$ cat src/rtl/sweep_pkg.sv
// Shared types and constants for the sweep controller and its count register.
package sweep_pkg;

  localparam int DEFAULT_WIDTH = 4;

  localparam logic DIR_UP   = 1'b0;
  localparam logic DIR_DOWN = 1'b1;

  typedef enum logic [1:0] {
    IDLE = 2'd0,
    UP   = 2'd1,
    DOWN = 2'd2,
    DONE = 2'd3
  } state_t;

endpackage

$ cat src/rtl/updown_counter.sv
// Loadable up/down count register; load wins over a count step.
module updown_counter
  import sweep_pkg::*;
#(
  parameter int WIDTH = DEFAULT_WIDTH
) (
  input  logic             clock,
  input  logic             reset,
  input  logic             load,
  input  logic [WIDTH-1:0] load_val,
  input  logic             en,
  input  logic             dir,
  output logic [WIDTH-1:0] cont
);

  always_ff @(posedge clock or posedge reset) begin
    if (reset) begin
      cont <= '0;
    end else if (load) begin
      cont <= load_val;
    end else if (en) begin
      cont <= (dir == DIR_DOWN) ? cont - 1'b1 : cont + 1'b1;
    end
  end

endmodule

$ cat src/rtl/sweep_controller.sv
// Triangle sweep between latched limits, repeated a commanded number of times.
//   state | meaning
//   IDLE  | waiting for a command; cont keeps its last value
//   UP    | counting toward hi
//   DOWN  | counting toward lo
//   DONE  | one-cycle completion pulse
module sweep_controller
  import sweep_pkg::*;
#(
  parameter int WIDTH = DEFAULT_WIDTH
) (
  input  logic             clock,
  input  logic             reset,
  input  logic             cmd_valid,
  output logic             cmd_ready,
  input  logic [WIDTH-1:0] cmd_lo,
  input  logic [WIDTH-1:0] cmd_hi,
  input  logic [3:0]       cmd_sweeps,
  input  logic             hold,
  input  logic             abort,
  output logic [WIDTH-1:0] cont,
  output logic             dir,
  output logic             busy,
  output logic             done,
  output logic             err
);

  state_t           state, state_nxt;
  logic [WIDTH-1:0] lo_q, hi_q;
  logic [3:0]       sweeps_left, sweeps_nxt;
  logic             err_q, err_nxt;
  logic             latch, cnt_load, cnt_en, cnt_dir;
  logic             flat;

  assign flat = (hi_q == lo_q);

  always_ff @(posedge clock or posedge reset) begin
    if (reset) begin
      state       <= IDLE;
      lo_q        <= '0;
      hi_q        <= '0;
      sweeps_left <= '0;
      err_q       <= 1'b0;
    end else begin
      state       <= state_nxt;
      sweeps_left <= sweeps_nxt;
      err_q       <= err_nxt;
      if (latch) begin
        lo_q <= cmd_lo;
        hi_q <= cmd_hi;
      end
    end
  end

  // A turn at either limit steps away immediately, so each limit is seen for one cycle.
  always_comb begin
    state_nxt  = state;
    sweeps_nxt = sweeps_left;
    err_nxt    = 1'b0;
    latch      = 1'b0;
    cnt_load   = 1'b0;
    cnt_en     = 1'b0;
    cnt_dir    = DIR_UP;
    case (state)
      IDLE: begin
        if (cmd_valid) begin
          if ((cmd_lo > cmd_hi) || (cmd_sweeps == 4'd0)) begin
            err_nxt = 1'b1;
          end else begin
            latch      = 1'b1;
            cnt_load   = 1'b1;
            sweeps_nxt = cmd_sweeps;
            state_nxt  = UP;
          end
        end
      end
      UP: begin
        if (abort) begin
          state_nxt = IDLE;
        end else if (!hold) begin
          if (cont != hi_q) begin
            cnt_en = 1'b1;
          end else begin
            state_nxt = DOWN;
            cnt_en    = !flat;
            cnt_dir   = DIR_DOWN;
          end
        end
      end
      DOWN: begin
        if (abort) begin
          state_nxt = IDLE;
        end else if (!hold) begin
          if (cont != lo_q) begin
            cnt_en  = 1'b1;
            cnt_dir = DIR_DOWN;
          end else if (sweeps_left > 4'd1) begin
            sweeps_nxt = sweeps_left - 4'd1;
            state_nxt  = UP;
            cnt_en     = !flat;
          end else begin
            state_nxt = DONE;
          end
        end
      end
      DONE: begin
        state_nxt = IDLE;
      end
      default: begin
        state_nxt = IDLE;
      end
    endcase
  end

  updown_counter #(.WIDTH(WIDTH)) u_counter (
    .clock    (clock),
    .reset    (reset),
    .load     (cnt_load),
    .load_val (cmd_lo),
    .en       (cnt_en),
    .dir      (cnt_dir),
    .cont     (cont)
  );

  assign cmd_ready = (state == IDLE);
  assign dir       = (state == DOWN) ? DIR_DOWN : DIR_UP;
  assign busy      = (state == UP) || (state == DOWN);
  assign done      = (state == DONE);
  assign err       = err_q;

endmodule
$ cat config.mk
export PLATFORM = sky130hd
export DESIGN_NAME = sweep_controller
export DESIGN_NICKNAME = d
export VERILOG_FILES = /design/src/rtl/sweep_pkg.sv /design/src/rtl/updown_counter.sv /design/src/rtl/sweep_controller.sv
export SDC_FILE = /design/constraint.sdc
export NUM_CORES = 1
export LEC_CHECK = 0
export CAP_MARGIN = 20
export CORE_ASPECT_RATIO = 0.7
export CORE_UTILIZATION = 55
export CTS_BUF_LIST = sky130_fd_sc_hd__clkbuf_16
export DETAILED_ROUTE_END_ITERATION = 10
export PLACE_DENSITY_LB_ADDON = 0.3
export SLEW_MARGIN = 15
export SYNTH_ARGS = -nofsm -noshare
export SYNTH_HDL_FRONTEND = slang
export SYNTH_SLANG_ARGS = --single-unit
$ cat constraint.sdc
create_clock -name clock -period 3.7 [get_ports clock]
set_clock_uncertainty 0.2 [all_clocks]
set_input_delay 0.555 -clock clock [delete_from_list [all_inputs] [get_ports clock]]
set_output_delay 0.555 -clock clock [all_outputs]
set_load 0.02 [all_outputs]
### Word-level counts from Yosys, hierarchy flattened

Cells that the tools add are included.

| storage, ports and cells | value |
|---|---|
| flip-flop bits (word level) | 19 |
| memory bits (writable) | 0 |
| output and inout bits | 9 |
| memory bits (read-only) | 0 |
| memories kept | 0 |
| latch bits | 0 |
| bits of input ports | 17 |

| operators by class | value |
|---|---|
| eq/ne operators | 16 |
| mux-type cells | 42 |
| bitwise logic cells | 0 |
| add/subtract/negate cells | 3 |
| multipliers | 0 |
| divide/modulo/power cells | 0 |
| reduce and logical (&&, ||, !) cells | 9 |
| shift operators | 0 |
| $lt $le $gt $ge | 2 |

Operators with widths:

| kind | count |
|---|---|
| two-way mux 4 bit | 9 |
| two-way mux 1 bit | 20 |
| two-way mux 2 bit | 9 |
| != test 2 bit (second input constant) | 6 |
| != test 3 bit (second input constant) | 4 |
| != test 4 bit | 2 |
| case mux 2 bit (4 select lines) | 1 |
| case mux 4 bit (2 select lines) | 1 |
| subtractor 4 x 1 -> 4 bit (second input constant) | 2 |
| AND reduction 7 bit | 1 |
| AND reduction 6 bit | 1 |
| adder 4 x 1 -> 4 bit (second input constant) | 1 |
| equality test 2 bit (second input constant) | 2 |
| equality test 4 bit | 1 |
| > comparator 4 x 1 -> 1 bit (second input constant) | 1 |
| > comparator 4 bit | 1 |
| zero test 4 bit | 1 |
| case mux 1 bit (2 select lines) | 2 |
| nonzero test 2 bit | 2 |
| equality test 2 x 1 -> 1 bit (second input constant) | 1 |
| zero test 2 bit | 1 |
| logical OR 1 bit | 2 |
| zero test 1 bit | 1 |

### Longest topological paths before layout

| logic depth | value |
|---|---|
| depth after elaboration | 9 |
| gate-level depth with buffers | 12 |
| mapped depth without buffers | 12 |

### Modules after synthesis

Synthesis repeated with hierarchy kept, for this count alone.

| second synthesis, totals | value |
|---|---|
| cells, all modules | 153 |
| area total of the unflattened synthesis | 1507.7 um^2 |

Modules (own cells, without submodules):

| module | area each (um^2) | instances | cells each | sequential area each (um^2) |
|---|---|---|---|---|
| sweep_controller | 1194.9 | 1 | 118 | 375.4 |
| updown_counter | 312.8 | 1 | 35 | 100.1 |

### Worst setup path before layout

Ideal clock, no wire load.

| path | value |
|---|---|
| path type | flip-flop to flip-flop |
| from | register state[0] |
| to | register u_counter.cont[3] |
| setup time | 0.122 ns |
| stages on the path, launching flop included | 13 |
| setup slack | 0.999 ns |
| arrival time | 2.380 ns |
| period minus slack after synthesis | 2.701 ns |
| cell sequence | dfrtp_1 -> inv_1 -> ha_1 -> nand2b_1 -> nand2b_1 -> a2bb2oi_2 -> inv_1 -> ha_1 -> a21o_1 -> a21oi_1 -> xor2_1 -> mux2i_1 -> nand2_1 |

| on the way | value |
|---|---|
| cells in the longest elaborated chain, start to end | 5 |

RTL lines:

| what | RTL line | RTL |
|---|---|---|
| start: declaration | sweep_controller.sv:28 | `state_t state, state_nxt;` |
| start signal: assignment | sweep_controller.sv:45 | `state <= state_nxt;` |
| equality test 2 bit or equality test 2 x 1 -> 1 bit (tied branches) | sweep_controller.sv:64 | `case (state)` |
| case mux 1 bit (2 select lines) | sweep_controller.sv:64 |  |
| two-way mux 4 bit | updown_counter.sv:22 | `cont <= (dir == DIR_DOWN) ? cont - 1'b1 : cont + 1'b1;` |
| two-way mux 4 bit | updown_counter.sv:21 | `end else if (en) begin` |
| two-way mux 4 bit | updown_counter.sv:19 | `end else if (load) begin` |
| end signal: assignment | updown_counter.sv:20 | `cont <= load_val;` |
| end signal: assignment | updown_counter.sv:22 |  |
| end: declaration | updown_counter.sv:13 | `output logic [WIDTH-1:0] cont` |

Several ways; a longest one is shown, not always the timed one. The select of a mux whose other input is x is not followed.
A chain may end at the register's enable or synchronous reset.

### Worst setup path in the final report

| path | value |
|---|---|
| from | input hold |
| to | register u_counter.cont[3] |

| on the way | value |
|---|---|
| cells in the longest elaborated chain, start to end | 6 |

RTL lines:

| what | RTL line | RTL |
|---|---|---|
| start: declaration | sweep_controller.sv:19 | `input logic hold,` |
| two-way mux 1 bit (on tied branches) | sweep_controller.sv:93, sweep_controller.sv:80 |  |
| two-way mux 1 bit (on tied branches) | sweep_controller.sv:91, sweep_controller.sv:78 |  |
| case mux 1 bit (2 select lines) | sweep_controller.sv:64 |  |
| two-way mux 4 bit | updown_counter.sv:22 |  |
| two-way mux 4 bit | updown_counter.sv:21 |  |
| two-way mux 4 bit | updown_counter.sv:19 |  |

Several ways; a longest one is shown, not always the timed one. The select of a mux whose other input is x is not followed.

==> results.rst <==
.. list-table::
   :header-rows: 1

   * - Metric
     - Value
   * - Layout net count
     - 218
   * - Met2 WL post-DR
     - 1600 um
   * - Total routing resource utilization after global routing
     - 26.3%
   * - DR DRC count
     - 0
   * - H-tree levels
     - 1
   * - Top area cells in the synthesized netlist
     - sky130_fd_sc_hd__dfrtp_1 (32%), sky130_fd_sc_hd__ha_1 (10%), sky130_fd_sc_hd__xnor2_1 (5.9%)
   * - Post-detailed-placement half-perimeter wirelength
     - around 2700 um
   * - Starting density of the core
     - a little under 60%
   * - Cell area after layout
     - about 1900 um2
   * - Number of placement rows
     - 15
   * - CTS Root Buffer Type
     - sky130_fd_sc_hd__clkbuf_16
   * - CTS tree
     - done
   * - Placeable Area
     - approximately 2500 um2
   * - Worst setup timing slack at the placement stage
     - approximately 440 ps
   * - Combinational power share
     - a little under three fifths
   * - Placed cell areas
     - about 1800 um2
   * - Cell Int Power
     - roughly 0.84 mW
   * - Post-route setup TNS
     - 0 ps
   * - Cell count after synthesis
     - 160
   * - Worst endpoint data arrival time
     - 2910 ps
   * - DP Cell Count
     - 217
   * - Vias per inst
     - about 5.9
   * - Worst-case setup margin in the final layout
     - 727 ps
   * - Post-Layout Cell Count
     - approximately 220
   * - Met1 WL
     - roughly 1600 um
   * - Outcome
     - finished clean
   * - Max Fanout on Critical Path
     - 5
   * - Delay of the slowest cell on the worst path
     - about 560 ps
   * - RSZ-0062 raised after global routing
     - false
   * - Clock transition at path regs
     - 50 ps
   * - Gpl congestion
     - about 0.85
   * - Max Buffers Root-to-Sink
     - 2
   * - Power per standard cell area
     - 814 nW/um2
   * - Cell type with the highest occurrence count on the critical path
     - sky130_fd_sc_hd__nand2b_1
   * - Power share of the clock group
     - 14.5%
   * - Sequential cell area
     - roughly 480 um2
   * - Unique cell type count in the Yosys netlist
     - 42
   * - EDFF count, synth
     - 0
   * - Final count of pins violating max slew
     - 0
   * - Max IR drop VDD
     - 347 uV
   * - Highest clock rate
     - 336 MHz
   * - Share of total power consumed by net switching
     - 44.2%
   * - Worst Setup Path Type
     - input pin to flop
   * - CP max-delay cell
     - sky130_fd_sc_hd__clkdlybuf4s50_1
   * - Max_cap viols
     - 0
   * - Highest metal layer with signal wires
     - met4
   * - Sw power
     - between 0.6 and 0.7 mW
   * - Post-cts gate resize count
     - 0
   * - Count of endpoints failing setup in the final report
     - 0
   * - Hold buffers post-CTS
     - 0
   * - Number of buffers added by the clock tree synthesis step
     - 3
   * - Fraction of synthesis flops using an asynchronous set or reset pin
     - 100%
   * - Number of top-level pins
     - 26
   * - Antenna violations before repair
     - 0
   * - Maximum number of pins on one net before global-route repair
     - 20
   * - Number of hold-slack violations in the final timing report
     - 0
   * - Total power of the final layout
     - 1.51 mW
   * - Area Growth Syn to Fin
     - 24.2%
   * - Final-layout worst hold slack
     - 340 ps
   * - Critical path's top delay family
     - buffers and inverters
   * - Total Die Area
     - a little under 3000 um2
   * - LEAKAGE
     - between 0.8 and 0.9 nW
   * - Clock sink count
     - 19
   * - Most used standard cell by instance count after synthesis
     - sky130_fd_sc_hd__nand2_1
   * - Overall die width
     - around 64 um
   * - Primary FF master, synth
     - sky130_fd_sc_hd__dfrtp_1
   * - Syn_area_per_cell
     - 9.31 um2
   * - Period minus WS final
     - 2970 ps
   * - Leftover overflow at the end of global routing
     - 0
   * - Antenna diodes
     - 0
   * - WL final
     - 3450 um
   * - Library cell with the largest summed area after synthesis
     - sky130_fd_sc_hd__dfrtp_1
   * - Final design utilization
     - 73.6%
   * - Share of layout cells above drive strength 1
     - 9.63%
   * - Detail-routed net length per standard cell
     - 15.6 um
   * - Relative slew slack
     - between 50 and 60%
   * - Period utilisation layout
     - between 80% and 90%
   * - CP Launch Type
     - input pin
   * - Sequential power share
     - 29.2%
   * - Slew at the pin closest to its max-slew limit
     - 726 ps
   * - Vias in the first global route
     - 1237
   * - Crit end category
     - flop
   * - Met3 wirelength from detailed routing
     - 233 um
   * - First-pass GRT wire length
     - ~5600 um
   * - Initial DRT Pass Iterations
     - 4
   * - Total of warnings raised by yosys
     - 0
   * - Number of nets produced by synthesis
     - 190
   * - Final ANT Viol Nets
     - 0
   * - Req. time, crit path
     - 3630 ps
   * - Path class of the lowest-slack min-delay path
     - flop to flop
   * - Synth top area share
     - 31.9%
   * - Number of buffer and inverter stages on the critical path
     - 2
   * - Cell area after technology mapping
     - 1490 um2
   * - Cells along the critical path
     - clkdlybuf4s50_1 > nand2b_1 > nand2b_1 > a2bb2oi_2 > inv_1 > ha_1 > a21o_1 > a21oi_1 > xor2_1 > mux2i_1 > nand2_1
   * - Portion of the post-synthesis area used by sequential elements
     - 31.9%
   * - Number of DRC violations after detailed-routing iteration 0
     - 65
   * - Clock latency on the worst-skew pair
     - between 200 and 300 ps
   * - Seq cells post-synth
     - 19
   * - Fillcell total
     - 211
   * - Leading cell types by count after synthesis
     - sky130_fd_sc_hd__nand2_1 (21), sky130_fd_sc_hd__dfrtp_1 (19), sky130_fd_sc_hd__inv_1 (17)
   * - Number of buffers inserted by port buffering
     - 25
   * - Buffers inserted by post-CTS timing repair
     - 0
   * - DIE HEIGHT
     - about 46 um
   * - Multi-input gate area
     - around 930 um2
   * - Routed vias
     - roughly 1300
## power groups by stage
| stage | Sequential, mW | Combinational (mW) | Clock [mW] |
|---|---|---|---|
| after floorplan | 0.427 | 0.625 | 0 |
| after global placement | 0.432 | 0.806 | 0 |
| after detailed placement | 0.440 | 0.837 | 0 |
| after CTS | 0.439 | 0.846 | 0.222 |
| after global routing | 0.455 | 0.940 | 0.228 |
| final | 0.440 | 0.848 | 0.218 |
## cell type report
| class | count | area share (%) |
|---|---|---|
| Multi-Input combinational cell | 121 | 50.4 |
| Sequential cell | 19 | 25.7 |
| Timing Repair Buffer | 26 | 13.9 |
| Clock buffer | 3 | 4.06 |
| Inverter | 17 | 3.45 |
| Tap cell | 34 | 2.30 |
| Clock inverter | 1 | 0.203 |
## worst min-delay path, stage by stage, from the launching register on
cell,delay (ps)
sky130_fd_sc_hd__dfrtp_1,380
sky130_fd_sc_hd__nand2_1,60
sky130_fd_sc_hd__o21ai_0,60
## flip-flops by register name, indices dropped and copies added, names as in the netlist
| signal | cells |
|---|---|
| hi_q | 4 |
| lo_q | 4 |
| sweeps_left | 4 |
| u_counter.cont | 4 |
| state | 2 |
| err | 1 |
## logic make-up (layout without fill, tap and decap cells)
family          Yosys count  after routing  synth area share [%]
simple gates             46             46                  16.2
compound gates           43             43                  21.3
buf+inv                  20             47                  5.54
flops                    19             19                  31.9
xor+xnor                 15             15                  10.8
fa+ha+maj                13             13                  11.4
mux                       4              4                  2.77
## routing by layer
metal | up-vias | track usage (%)
li1 | 619 | -
met1 | 623 | 32.9
met2 | 49 | 44.0
met3 | 6 | 8.50
met4 | 0 | 8.44
met5 | - | 0
## cells in the final DEF, fill, tap and decap left out, types with 4 or more instances in the layout
cell and n:
sky130_fd_sc_hd__clkdlybuf4s50_1 25, sky130_fd_sc_hd__inv_1 18, sky130_fd_sc_hd__ha_1 12, sky130_fd_sc_hd__xnor2_1 10
sky130_fd_sc_hd__nand2_1 21, sky130_fd_sc_hd__dfrtp_1 19, sky130_fd_sc_hd__nor2_1 4, sky130_fd_sc_hd__xnor2_2 4
sky130_fd_sc_hd__nor3_1 6, sky130_fd_sc_hd__a21oi_1 9, sky130_fd_sc_hd__o21ai_0 12
## final timing paths
path / from / end / slack, ps / depth (start not counted)
max in group asynchronous: reset / lo_q[0] / 2310 / 2
max reg2reg: state[1] / u_counter.cont[3] / 890 / 12
min reg2reg: hi_q[2] / hi_q[2] / 340 / 2
max: hold / u_counter.cont[3] / 730 / 11
min: hi_q[2] / hi_q[2] / 340 / 2
min in group asynchronous: reset / sweeps_left[0] / 530 / 2
No activity file was read; power rests on OpenSTA's default activity.
